[config.mk]
export PLATFORM = sky130hd
export DESIGN_NAME = fp_compare_pipe
export DESIGN_NICKNAME = d
export VERILOG_FILES = /design/src/rtl/fp_cmp_pkg.sv /design/src/rtl/fp_cmp_key.sv /design/src/rtl/fp_compare_pipe.sv
export SDC_FILE = /design/constraint.sdc
export NUM_CORES = 1
export LEC_CHECK = 0
export BUFFER_PORTS_ARGS = -buffer_cell sky130_fd_sc_hd__clkbuf_2
export CORE_ASPECT_RATIO = 0.75
export CORE_MARGIN = 4
export CORE_UTILIZATION = 44
export DETAILED_ROUTE_END_ITERATION = 7
export HOLD_SLACK_MARGIN = 0.1
export PLACE_DENSITY = 0.89
export SLEW_MARGIN = 20
export SYNTH_ARGS = -nofsm -noshare
export SYNTH_HDL_FRONTEND = slang
export SYNTH_HIERARCHICAL = 1
export SYNTH_SLANG_ARGS = --single-unit
[constraint.sdc]
create_clock -name clk -period 1.4 [get_ports clk]
set_clock_uncertainty 0.05 [all_clocks]
set_input_delay 0.07 -clock clk [delete_from_list [all_inputs] [get_ports clk]]
set_output_delay 0.07 -clock clk [all_outputs]
set_load 0.005 [all_outputs]
[src/rtl/fp_cmp_pkg.sv]
// Shared codes and helpers for the pipelined FloPoCo floating-point comparator.
package fp_cmp_pkg;

  localparam logic [1:0] EXC_ZERO   = 2'b00;
  localparam logic [1:0] EXC_NORMAL = 2'b01;
  localparam logic [1:0] EXC_INF    = 2'b10;
  localparam logic [1:0] EXC_NAN    = 2'b11;

  localparam logic [2:0] CMP_EQ    = 3'd0;
  localparam logic [2:0] CMP_NE    = 3'd1;
  localparam logic [2:0] CMP_LT    = 3'd2;
  localparam logic [2:0] CMP_LE    = 3'd3;
  localparam logic [2:0] CMP_GT    = 3'd4;
  localparam logic [2:0] CMP_GE    = 3'd5;
  localparam logic [2:0] CMP_UNORD = 3'd6;
  localparam logic [2:0] CMP_ORD   = 3'd7;

  function automatic int fp_width(input int we, input int wf);
    return we + wf + 3;
  endfunction

endpackage

[src/rtl/fp_cmp_key.sv]
// Normalises one FloPoCo operand into flags plus an unsigned magnitude key.
module fp_cmp_key
  import fp_cmp_pkg::*;
#(
  parameter int WE = 11,
  parameter int WF = 21
) (
  input  logic [WE+WF+2:0] op,
  output logic             nan,
  output logic             zero,
  output logic             sign,
  output logic [WE+WF+1:0] key
);

  logic [1:0] exc;

  assign exc  = op[WE+WF+2:WE+WF+1];
  assign sign = op[WE+WF];
  assign nan  = (exc == EXC_NAN);
  assign zero = (exc == EXC_ZERO);

  // Exponent/fraction of zero and inf are junk; clear them so equal classes compare equal.
  always_comb begin
    key = {exc, {(WE+WF){1'b0}}};
    if (exc == EXC_NORMAL || exc == EXC_NAN)
      key = {exc, op[WE+WF-1:0]};
  end

endmodule

[src/rtl/fp_compare_pipe.sv]
// Pipelined eight-predicate FloPoCo comparator with IEEE-style unordered handling.
module fp_compare_pipe
  import fp_cmp_pkg::*;
#(
  parameter int  WE           = 11,
  parameter int  WF           = 21,
  parameter int  TAG_W        = 4,
  parameter int  EXTRA_STAGES = 0,
  localparam int W            = fp_width(WE, WF)
) (
  input  logic             clk,
  input  logic             rst,
  input  logic             in_valid,
  input  logic [W-1:0]     inA,
  input  logic [W-1:0]     inB,
  input  logic [2:0]       mode,
  input  logic [TAG_W-1:0] in_tag,
  output logic             out_valid,
  output logic             result,
  output logic             unordered,
  output logic [TAG_W-1:0] out_tag
);

  logic             nan_a, zero_a, sign_a;
  logic             nan_b, zero_b, sign_b;
  logic [W-2:0]     key_a, key_b;

  fp_cmp_key #(.WE(WE), .WF(WF)) u_key_a (
    .op(inA), .nan(nan_a), .zero(zero_a), .sign(sign_a), .key(key_a)
  );
  fp_cmp_key #(.WE(WE), .WF(WF)) u_key_b (
    .op(inB), .nan(nan_b), .zero(zero_b), .sign(sign_b), .key(key_b)
  );

  logic             v1, gt1, eq1, sa1, sb1, bz1, nana1, nanb1;
  logic [2:0]       mode1;
  logic [TAG_W-1:0] tag1;

  always_ff @(posedge clk or posedge rst) begin
    if (rst) begin
      v1    <= 1'b0;
      gt1   <= 1'b0;
      eq1   <= 1'b0;
      sa1   <= 1'b0;
      sb1   <= 1'b0;
      bz1   <= 1'b0;
      nana1 <= 1'b0;
      nanb1 <= 1'b0;
      mode1 <= '0;
      tag1  <= '0;
    end else begin
      v1    <= in_valid;
      gt1   <= (key_a > key_b);
      eq1   <= (key_a == key_b);
      sa1   <= sign_a;
      sb1   <= sign_b;
      bz1   <= zero_a & zero_b;
      nana1 <= nan_a;
      nanb1 <= nan_b;
      mode1 <= mode;
      tag1  <= in_tag;
    end
  end

  logic s_lt, s_eq, s_gt, unord, pred;

  always_comb begin
    s_lt  = 1'b0;
    s_eq  = 1'b0;
    s_gt  = 1'b0;
    unord = nana1 | nanb1;
    if (bz1) begin
      s_eq = 1'b1;
    end else if (sa1 != sb1) begin
      s_lt = sa1;
      s_gt = sb1;
    end else if (!sa1) begin
      s_gt = gt1;
      s_eq = eq1;
      s_lt = !gt1 && !eq1;
    end else begin
      // Both negative: larger magnitude is the smaller value.
      s_lt = gt1;
      s_eq = eq1;
      s_gt = !gt1 && !eq1;
    end

    pred = 1'b0;
    case (mode1)
      CMP_EQ:    pred = !unord && s_eq;
      CMP_NE:    pred = unord || !s_eq;
      CMP_LT:    pred = !unord && s_lt;
      CMP_LE:    pred = !unord && (s_lt || s_eq);
      CMP_GT:    pred = !unord && s_gt;
      CMP_GE:    pred = !unord && (s_gt || s_eq);
      CMP_UNORD: pred = unord;
      CMP_ORD:   pred = !unord;
      default:   pred = 1'b0;
    endcase
  end

  // Index 0 is the stage-2 register; higher indices are the optional delay stages.
  logic [EXTRA_STAGES:0] v_p, r_p, u_p;
  logic [TAG_W-1:0]      t_p [EXTRA_STAGES+1];

  always_ff @(posedge clk or posedge rst) begin
    if (rst) begin
      v_p <= '0;
      r_p <= '0;
      u_p <= '0;
      for (int i = 0; i <= EXTRA_STAGES; i++)
        t_p[i] <= '0;
    end else begin
      v_p[0] <= v1;
      r_p[0] <= v1 & pred;
      u_p[0] <= v1 & unord;
      if (v1)
        t_p[0] <= tag1;
      for (int i = 1; i <= EXTRA_STAGES; i++) begin
        v_p[i] <= v_p[i-1];
        r_p[i] <= r_p[i-1];
        u_p[i] <= u_p[i-1];
        if (v_p[i-1])
          t_p[i] <= t_p[i-1];
      end
    end
  end

  assign out_valid = v_p[EXTRA_STAGES];
  assign result    = r_p[EXTRA_STAGES];
  assign unordered = u_p[EXTRA_STAGES];
  assign out_tag   = t_p[EXTRA_STAGES];

endmodule

After elaboration in Yosys (flattened, before gate mapping)
Index checks and enable logic that the tools add are counted.
- bitwise logic cells: 4
- magnitude comparators: 1
- muxes and demuxes: 11
- reduce and logical (&&, ||, !) cells: 18
- equality and inequality tests: 13
- operator list (cell ; number):
    $mux 32 ; 2
    $eq 34x34->1 ; 1
    $gt 34x34->1 ; 1
    $eq 3x3->1 const B ; 4
    $mux 1 ; 8
    $pmux 1 s8 ; 1
    $eq 3x2->1 const B ; 2
    $logic_and 1x1->1 ; 6
    $logic_or 1x1->1 ; 5
    $eq 2x1->1 const B ; 2
    $eq 2x2->1 const B ; 2
    $logic_not 1->1 ; 4
    $logic_not 2->1 ; 2
    $and 1x1->1 ; 3
    $eq 3x1->1 const B ; 1
    $logic_not 3->1 ; 1
    $ne 1x1->1 ; 1
    $or 1x1->1 ; 1
- input port bits: 80
- logic and storage cells: 61
- register bits: 22
- output and inout bits: 7

Longest topological paths before layout
Gate-level depths: netlist (run 1).
- word-level depth: 9
- mapped depth: 10
- depth with buffers taken out: 9

By module
Netlist (run 1), hierarchy kept.
- modules (own cells, without submodules) (module ; cells an instance ; times used ; seq. area each (um^2) ; area each (um^2)):
    fp_compare_pipe ; 177 ; 1 ; 550.5 ; 1635.3
    fp_cmp_key ; 40 ; 2 ; 0.0 ; 264.0

Worst setup path before layout (run 1)
Ideal clock, no wire load.
- path type: input -> register
- start point: in inB[33]
- end point: reg gt1
- data required time: 1.216 ns
- data arrival time: 1.698 ns
- stages: 10
- path slack: -0.482 ns
- buffers on the path: 1
- path through: clkbuf_2 > and2_1 > inv_1 > ha_1 > a21o_1 > a21o_1 > a221oi_2 > nor3b_1 > a2111oi_0 > nor3_1
- cells in the longest elaborated chain, start to end: 4
- ends and longest elaborated chain (what ; line ; RTL):
    start, declared ; fp_compare_pipe.sv:15 ; input logic [W-1:0] inB,
    $eq 2x1->1 / $eq 2x2->1 (equally long branches) ; fp_cmp_key.sv:25 ; if (exc == EXC_NORMAL || exc == EXC_NAN)
    $logic_or 1x1->1 * ; fp_cmp_key.sv:25 ;
    $mux 32 * ; fp_cmp_key.sv:25 ;
    named net key_b[7] ; fp_compare_pipe.sv:26 ; logic [W-2:0] key_a, key_b;
    $gt 34x34->1 * ; fp_compare_pipe.sv:53 ; gt1 <= (key_a > key_b);
    end signal, assigned ; fp_compare_pipe.sv:53 ;
    end, declared ; fp_compare_pipe.sv:35 ; logic v1, gt1, eq1, sa1, sb1, bz1, nana1, nanb1;
The timed path passes the listed nets; every way through them passes the cells marked *.
A chain may end at the register's enable or synchronous reset.

Worst setup path in the final report (run 1)
- start point: in inA[33]
- end point: reg gt1
- cells in the longest elaborated chain, start to end: 4
- ends and longest elaborated chain (what ; line ; RTL):
    start, declared ; fp_compare_pipe.sv:14 ; input logic [W-1:0] inA,
    $eq 2x1->1 / $eq 2x2->1 (equally long branches) ; fp_cmp_key.sv:25 ;
    $logic_or 1x1->1 * ; fp_cmp_key.sv:25 ;
    $mux 32 * ; fp_cmp_key.sv:25 ;
    named net key_a[19] ; fp_compare_pipe.sv:26 ;
    $gt 34x34->1 * ; fp_compare_pipe.sv:53 ;
Marks and branches as above.

==> summary.md, run 1 <==
Total routing resource utilization after global routing: 0.192. After synthesis the netlist holds a flip-flop and latch count of 22. The run finished, with violations left. The final cell count without fillers came out at 435.

Summed over all layers, the global routing overflow is 0. The worst setup slack after layout came out at -0.450 ns. The signal on the critical path passes through buf_8 > buf_12 > buf_12 > and2_4 > ha_4 > a21oi_1 > nor2_1 > a211oi_1 > o21ai_1 > a2111oi_2 > nor3_1. During synthesis, Yosys emitted a total of 6 warnings. The proportion of layout cells with a drive suffix above 1 was 0.540; the share of the clock period used by the worst path was 1.32. The number of nets handed over by synthesis was 372. After floorplanning, the core was divided into 21 placement rows. The fraction of registers with async set/reset was 1.00; the critical-path maximum fanout was 7. The area of the mapped netlist is 0.00216 sq mm. Most used cell along the critical path: sky130_fd_sc_hd__buf_12. Dividing the synthesized area by the synthesized cell count gives 8.42 sq um. The net total in the final layout is 494. The synthesized design contains 0 enable-type register cells. In the routed design, unresolved DRC markers number 0. The worst setup path is launched from an input pin. TritonCTS built the clock tree. Among cell families on the critical path, the largest total delay comes from compound AO/OA/AOI/OAI gates. The synthesis-to-layout area growth is 64.1%, and the horizontal extent of the die is 89.0 microns. The run gives 0.834 as the last weighted congestion value of the routability-driven placer. Data required time at the worst endpoint: 1.49 ns. The routed layout has 2308 vias. The worst stage delay on the critical path came out at 0.36 ns. For the antenna diode instance count, the log shows 0. The die covers 0.00611 sq mm. The initial antenna violation count was 0; the mean number of vias per cell was 5.31. The tools report the final antenna-violating net count as 0. STA classifies the critical path endpoint as a flop. In this run the static leakage power is 1.71 nW. The run gives 4 as the number of detailed-routing iterations run before antenna repair.

For the total clock buffers created by CTS, the log shows 3. VDD sags by at most 0.000663 V. In this run the count of I/O pins placed on the die edge is 87. Entering global routing, the biggest net connects 23 pins. The run gives 0 as the number of hold violations in the final report.

After clock tree synthesis, the clock-pin slew on the worst setup and hold paths is 0.07 ns. The dominant register cell in the synthesized netlist is sky130_fd_sc_hd__dfrtp_1. The critical path start-end classification was in -> reg. The tool flagged a number of max-cap violations equal to 0. The worst slack on hold paths was 0.216 ns. The run gives 7530 microns as the aggregate routed wire length. The clock reaches the later pin of the worst-skew pair after 0.26 ns.

The sequential share of the synthesized area is 0.254, and the number of different library cells in the post-synthesis netlist is 35. After routing, the total negative slack on setup checks comes to -0.712 ns. Number of port buffers: 86. For the pin with the worst max-slew slack, the measured transition is 0.336 ns. The number of buffers and inverters on the critical path is 3. The number of clock sinks came out at 22. H-tree depth: 1. Setup violations remaining at the end of the flow were counted as 3. The initial core utilization was 0.470; the time the final worst path needs with I/O delays and setup was 1.85 ns. The critical path data arrival time was 1.94 ns; the detailed-route wire length per cell was 17.3 microns.

Setup repair after global routing could not meet its margin everywhere. The cell sitting at the root of the clock tree is a sky130_fd_sc_hd__clkbuf_8. For the number of pins with negative max-slew slack in the final report, the log shows 0. Fill cell total of the finished layout: 258. The HPWL after detailed placement is 4060 microns.

Synthesis handed over a netlist of 257 instances. Leaving out fill and tap cells, the most frequent cells in the layout are sky130_fd_sc_hd__clkbuf_2 (84), sky130_fd_sc_hd__and2_1 (33), sky130_fd_sc_hd__inv_1 (29), sky130_fd_sc_hd__ha_4 (22), sky130_fd_sc_hd__dfrtp_1 (21). The path class of the tightest hold or removal check is in -> reg. Slowest cell on the critical path: sky130_fd_sc_hd__a2111oi_2. The worst slew slack as a fraction of its limit is 0.775.

The first global-routing pass estimated 9200 microns of wire. The chip height was 68.7 microns; the highest attainable clock frequency was 541 MHz. Once placement completed, the tool counted placed cells totaling 407. The final reports fail on negative setup slack. The library cell used most frequently in the layout, excluding fill and tap cells, is sky130_fd_sc_hd__clkbuf_2. The core region is 0.00460 sq mm. The number of DRC violations after detailed-routing iteration 0 was 70.

The maximum buffer depth of the clock tree came out at 2. The total power divided by cell area is 626 mW/mm^2. The number of global-route vias before repair is 2232.
## power by group
group	internal [mW]	leakage, nW	switching, mW	total (mW)
Clock	0.382	0.0357	0.195	0.576
Combinational	0.532	1.41	0.410	0.942
Sequential	0.675	0.267	0.0287	0.704
Total	1.59	1.71	0.633	2.22
## layer usage
| layer | global-route usage | vias up | wire length (microns) |
|---|---|---|---|
| met5 | 0 | - | 0 |
| met4 | 0.0911 | 0 | 370 |
| met3 | 0.0356 | 36 | 405 |
| met2 | 0.357 | 104 | 3720 |
| met1 | 0.213 | 1080 | 3030 |
| li1 | - | 1088 | - |
## area by class of cell
cell class                      count  area [sq um]  area share
Multi-Input combinational cell    185          1760       0.495
Timing Repair Buffer              130           958       0.270
Sequential cell                    22           552       0.155
Inverter                           37           139      0.0391
Tap cell                           57          71.3      0.0201
Clock buffer                        3          41.3      0.0116
Clock inverter                      1          30.0     0.00846
## final timing paths
check,endpoint,slack (ns),start,cells after the start
setup / recovery,gt1,-0.45,inA[33],11
hold / removal,nanb1,0.22,inB[33],3
setup reg to reg,result,-0.07,mode1[1],6
hold reg to reg,out_tag[1],0.43,tag1[1],1
max in group asynchronous,mode1[1],0.73,rst,4
min in group asynchronous,out_tag[1],0.33,rst,4
## cell families (layout without fill, tap and decap cells)
logic type      count (synthesis)  after routing  share of synthesized area
fa+ha+maj                      35             35                      0.202
flops                          22             22                      0.254
buf+inv                        50            171                      0.101
compound gates                 33             33                      0.104
simple gates                  110            110                      0.305
mux                             4              4                     0.0208
xor+xnor                        3              3                     0.0121
## synth_stat cells (all sizes together), types with 2 or more instances
master   n  area [sq um]
nor3     5          25.0
a21o     3          22.5
o21ai    3          15.0
o31ai    2          15.0
ha      35           438
buf      7          50.0
a21oi   12          60.1
a211oi   2          15.0
nor3b    2          15.0
clkbuf   6          30.0
nand3    3          15.0
and2    67           452
mux2     4          45.0
dfrtp   22           551
o211ai   2          15.0
nand2   10          37.5
inv     37           139
nand4    7          43.8
nor2    13          48.8
a221oi   3          32.5
xor2     2          17.5
## through the flow
| stage | worst slack [ns] | power [mW] | instance area (sq um) | util |
|---|---|---|---|---|
| 3_3_place_gp | -0.603 | 1.32 | 2830 | 0.615 |
| 6_report | -0.450 | 2.22 | 3550 | 0.772 |
| 3_5_place_dp | -0.651 | 1.35 | 2830 | 0.615 |
| 5_1_grt | -0.467 | 2.34 | 3550 | 0.772 |
| 4_1_cts | -0.310 | 2.05 | 3300 | 0.717 |
| 2_1_floorplan | -0.328 | 1.10 | 2270 | - |
## timing repair
action / in CTS / in global routing
pin swaps: 23 / 18
setup endpoints to repair: 3 / 3
buffers inserted: 5 / 2
hold endpoints to repair: 35 / 0
cloned: 2 / 2
hold buffers: 13 / 0
resized for setup: 30 / 41
## worst min-delay path, cell delays in order
cell and delay, ns:
sky130_fd_sc_hd__clkbuf_16 0.15, sky130_fd_sc_hd__clkbuf_16 0.15, sky130_fd_sc_hd__and2_1 0.12
Power figures use the tool's default switching activity.
==> run 2, diff against run 1 <==
Settings changed: REMOVE_ABC_BUFFERS from default to 1.
==> run 2 against run 1 <==
Against the previous run:
- the run still ends with negative setup slack left
- sequential power barely moved
- register-to-register slack got worse by 0.14 ns
- fmax rose by 6.7%
- sequential share of layout area fell by 0.72 points
- final area rose by 4.7%
- global-route usage rose by 10 points
- combinational power rose by 14%
- largest power group unchanged
- highest routed layer unchanged
==> summary.md, run 2 (synthesized netlist as in run 1, its figures left out) <==
The clock latency of the later-clocked register in the worst-skew pair was 0.27 ns (about the same). The total power divided by cell area was 643 mW/mm^2 (+2.8%). In the layout the commonest cells are sky130_fd_sc_hd__clkbuf_2 (84), sky130_fd_sc_hd__buf_4 (30), sky130_fd_sc_hd__and2_1 (28), sky130_fd_sc_hd__inv_1 (27), sky130_fd_sc_hd__and2_4 (25). The clock transition at the registers of the reported paths works out to 0.08 ns (about the same).

The number of DRC violations after detailed-routing iteration 0 is 221 (+220%). The signal on the critical path passes through clkbuf_16 > buf_4 > and2_4 > ha_4 > nand4_1 > nor2_1 > a221oi_4 > nor3b_4 > a2111oi_4 > nor3_1. The time the final worst path needs with I/O delays and setup was 1.73 ns (-0.116 ns). The critical path data arrival time is 1.86 ns (-0.08 ns). Residual DRC count: 0 (unchanged). Critical path start-end classification: in -> reg. The run gives 1.53 ns (+0.04 ns) as the data required time at the worst endpoint. The final antenna-violating net count is 0 (unchanged). The tools report the aggregate routed wire length as 9610 microns (+28%).

The run gives 23 (unchanged) as the maximum number of pins on one net before global-route repair. The wire length on met1 was 3650 microns (+20%). The worst setup path is captured at a flop.

Share of the clock period used by the worst path: 1.24 (-0.0828). The mean number of vias per cell is 5.81 (+9.5%), and the horizontal extent of the die is 89.0 microns (unchanged). For the total routing resource utilization after global routing, the log shows 0.295 (+0.103). The worst slew slack as a fraction of its limit was 0.780 (+0.00498).

The logs give 0.750 mW (+18%) for the power spent charging and discharging nets and 0.808 (+0.0359) for the final standard cell utilization of the core. The startpoint type of the worst setup path was an input pin. The global-route wire length before repair is 13500 microns (+47%).

The logs give 0 (unchanged) for the antenna diode instance count and 5 (+1) for the number of detailed-routing iterations run before antenna repair. The number of port buffers came out at 86 (unchanged). The logs give 3 (unchanged) for the total clock buffers created by CTS and 0.00460 sq mm (unchanged) for the core area. The leakage dissipation came out at 1.79 nW (+4.8%). The critical-path maximum fanout is 5 (-2), and the worst setup timing slack at the placement stage is -0.876 ns (-0.225 ns). The tools report the worst-case vdd ir drop as 0.000634 V (-4.4%). The worst stage delay on the critical path came out at 0.27 ns (-0.09 ns). Most common cell after layout, fill and taps aside: sky130_fd_sc_hd__clkbuf_2. The part of the total power dissipated in the clock network was 0.257 (-0.002); the number of hold violations in the final report was 0 (unchanged).

The worst setup slack after layout came out at -0.334 ns (+0.116 ns). The flow ran to the end, but the final reports show violations. The synthesis-to-layout area growth works out to 71.7%. The proportion of power drawn by combinational gates was 0.448 (+0.024). The count of pins on the block boundary is 87 (unchanged).

The logs give 0 (unchanged) for the total global routing overflow and 0.470 (unchanged) for the initial core utilization. The highest attainable clock frequency was 577 MHz (+6.7%); the number of clock sinks was 22 (unchanged). The area of the die is 0.00611 sq mm (unchanged). TritonCTS built the clock tree. The logs give 3 (unchanged) for the final-report setup violation count and 1 (unchanged) for the H-tree depth. The run gives 980 microns (+140%) as the met3 wire length. The number of global-route vias before repair is 2674 (+20%), and the last weighted congestion value of the routability-driven placer is 0.866 (+3.8%). Slowest cell on the critical path: sky130_fd_sc_hd__ha_4. The checks that failed: negative setup slack.

The number of pins with negative max-slew slack in the final report is 0 (unchanged). For the initial antenna violation count, the log shows 0 (unchanged). The worst slack on hold paths came out at 0.187 ns (-0.0299 ns). The maximum buffer depth of the clock tree came out at 2 (unchanged).

The total via count in the routed design was 2573 (+11%); the detailed-route wire length per cell was 21.7 microns (+25%). The chip height was 68.7 microns (unchanged). Setup repair after global routing could not meet its margin everywhere. CTS placed an instance of sky130_fd_sc_hd__clkbuf_8 at the clock tree root. Path category of the worst min-delay check: in -> reg. The proportion of layout cells with a drive suffix above 1 is 0.596 (+0.0562).

The highest layer touched by signal routing is met4. For the internal power component, the log shows 1.64 mW (+3.3%). The total number of placement rows came out at 21 (unchanged). The tools report the net total in the final layout as 502 (+1.6%). The switching portion of total power came out at 0.314 (+0.0284). The run gives 4470 microns (+10%) as the placed wire-length estimate.

Transition time at the pin with the least slew margin: 0.330 ns (-0.00560 ns). The total of max-cap violations was 0 (unchanged). The tools report the detailed-routed wire length on met2 as 4430 microns (+19%). The sequential power share came out at 0.296 (-0.021).
run 2: timing repair:
item,CTS,global route
gates resized for setup,86,16
hold buffers,13,0
endpoints found under the hold margin,35,0
endpoints found under the setup margin,3,3
buffers inserted,9,3
gates cloned,7,0
pin swaps,41,24
run 2: path summary, 6_finish.rpt:
| check | to | cells after the start | slack, ns | start |
|---|---|---|---|---|
| setup / recovery | gt1 | 10 | -0.33 | inA[33] |
| hold / removal | nana1 | 3 | 0.19 | inA[33] |
| setup reg to reg | result | 7 | -0.21 | sa1 |
| hold reg to reg | out_tag[0] | 1 | 0.45 | tag1[0] |
| max in group asynchronous | sa1 | 4 | 0.72 | rst |
| min in group asynchronous | mode1[1] | 4 | 0.36 | rst |
run 2: area by class of cell:
| class | count | area, sq um |
|---|---|---|
| tap | 57 | 71.3 |
| inverter | 37 | 139 |
| fill | 257 | 883 |
| timing repair buffer | 138 | 1010 |
| sequential | 22 | 551 |
| multi-input combinational | 185 | 1880 |
| clock buffer | 3 | 41.3 |
| clock inverter | 1 | 30.0 |
run 2: routing by layer:
layer,vias up,global-route usage
met3,61,0.0808
met4,0,0.112
li1,1106,-
met5,-,0
met1,1200,0.351
met2,206,0.511
run 2: power by group through the flow:
| stage | Sequential (mW) | Combinational (mW) | Clock, mW |
|---|---|---|---|
| floorplan | 0.711 | 0.330 | 0 |
| global placement | 0.709 | 0.588 | 0 |
| detailed placement | 0.713 | 0.616 | 0 |
| CTS | 0.702 | 0.891 | 0.586 |
| global route | 0.710 | 1.12 | 0.641 |
| finish | 0.707 | 1.07 | 0.614 |
run 2: worst max-delay path, delay by kind of cell:
kind | cells | cell delay (ns)
AO/OA/AOI/OAI | 2 | 0.17
adder cells (fa/ha/maj) | 1 | 0.27
buffers and inverters | 2 | 0.29
AND/OR/NAND/NOR | 5 | 1.06
run 2: through the flow:
stage / total power, mW / area, sq um / setup TNS [ns] / cells
2_1_floorplan: 1.04 / 2080 / -0.359 / 244
3_3_place_gp: 1.30 / 2760 / -1.41 / 408
3_5_place_dp: 1.33 / 2760 / -1.68 / 408
4_1_cts: 2.18 / 3580 / -0.328 / 441
5_1_grt: 2.48 / 3710 / -0.804 / 443
6_report: 2.39 / 3710 / -0.655 / 443
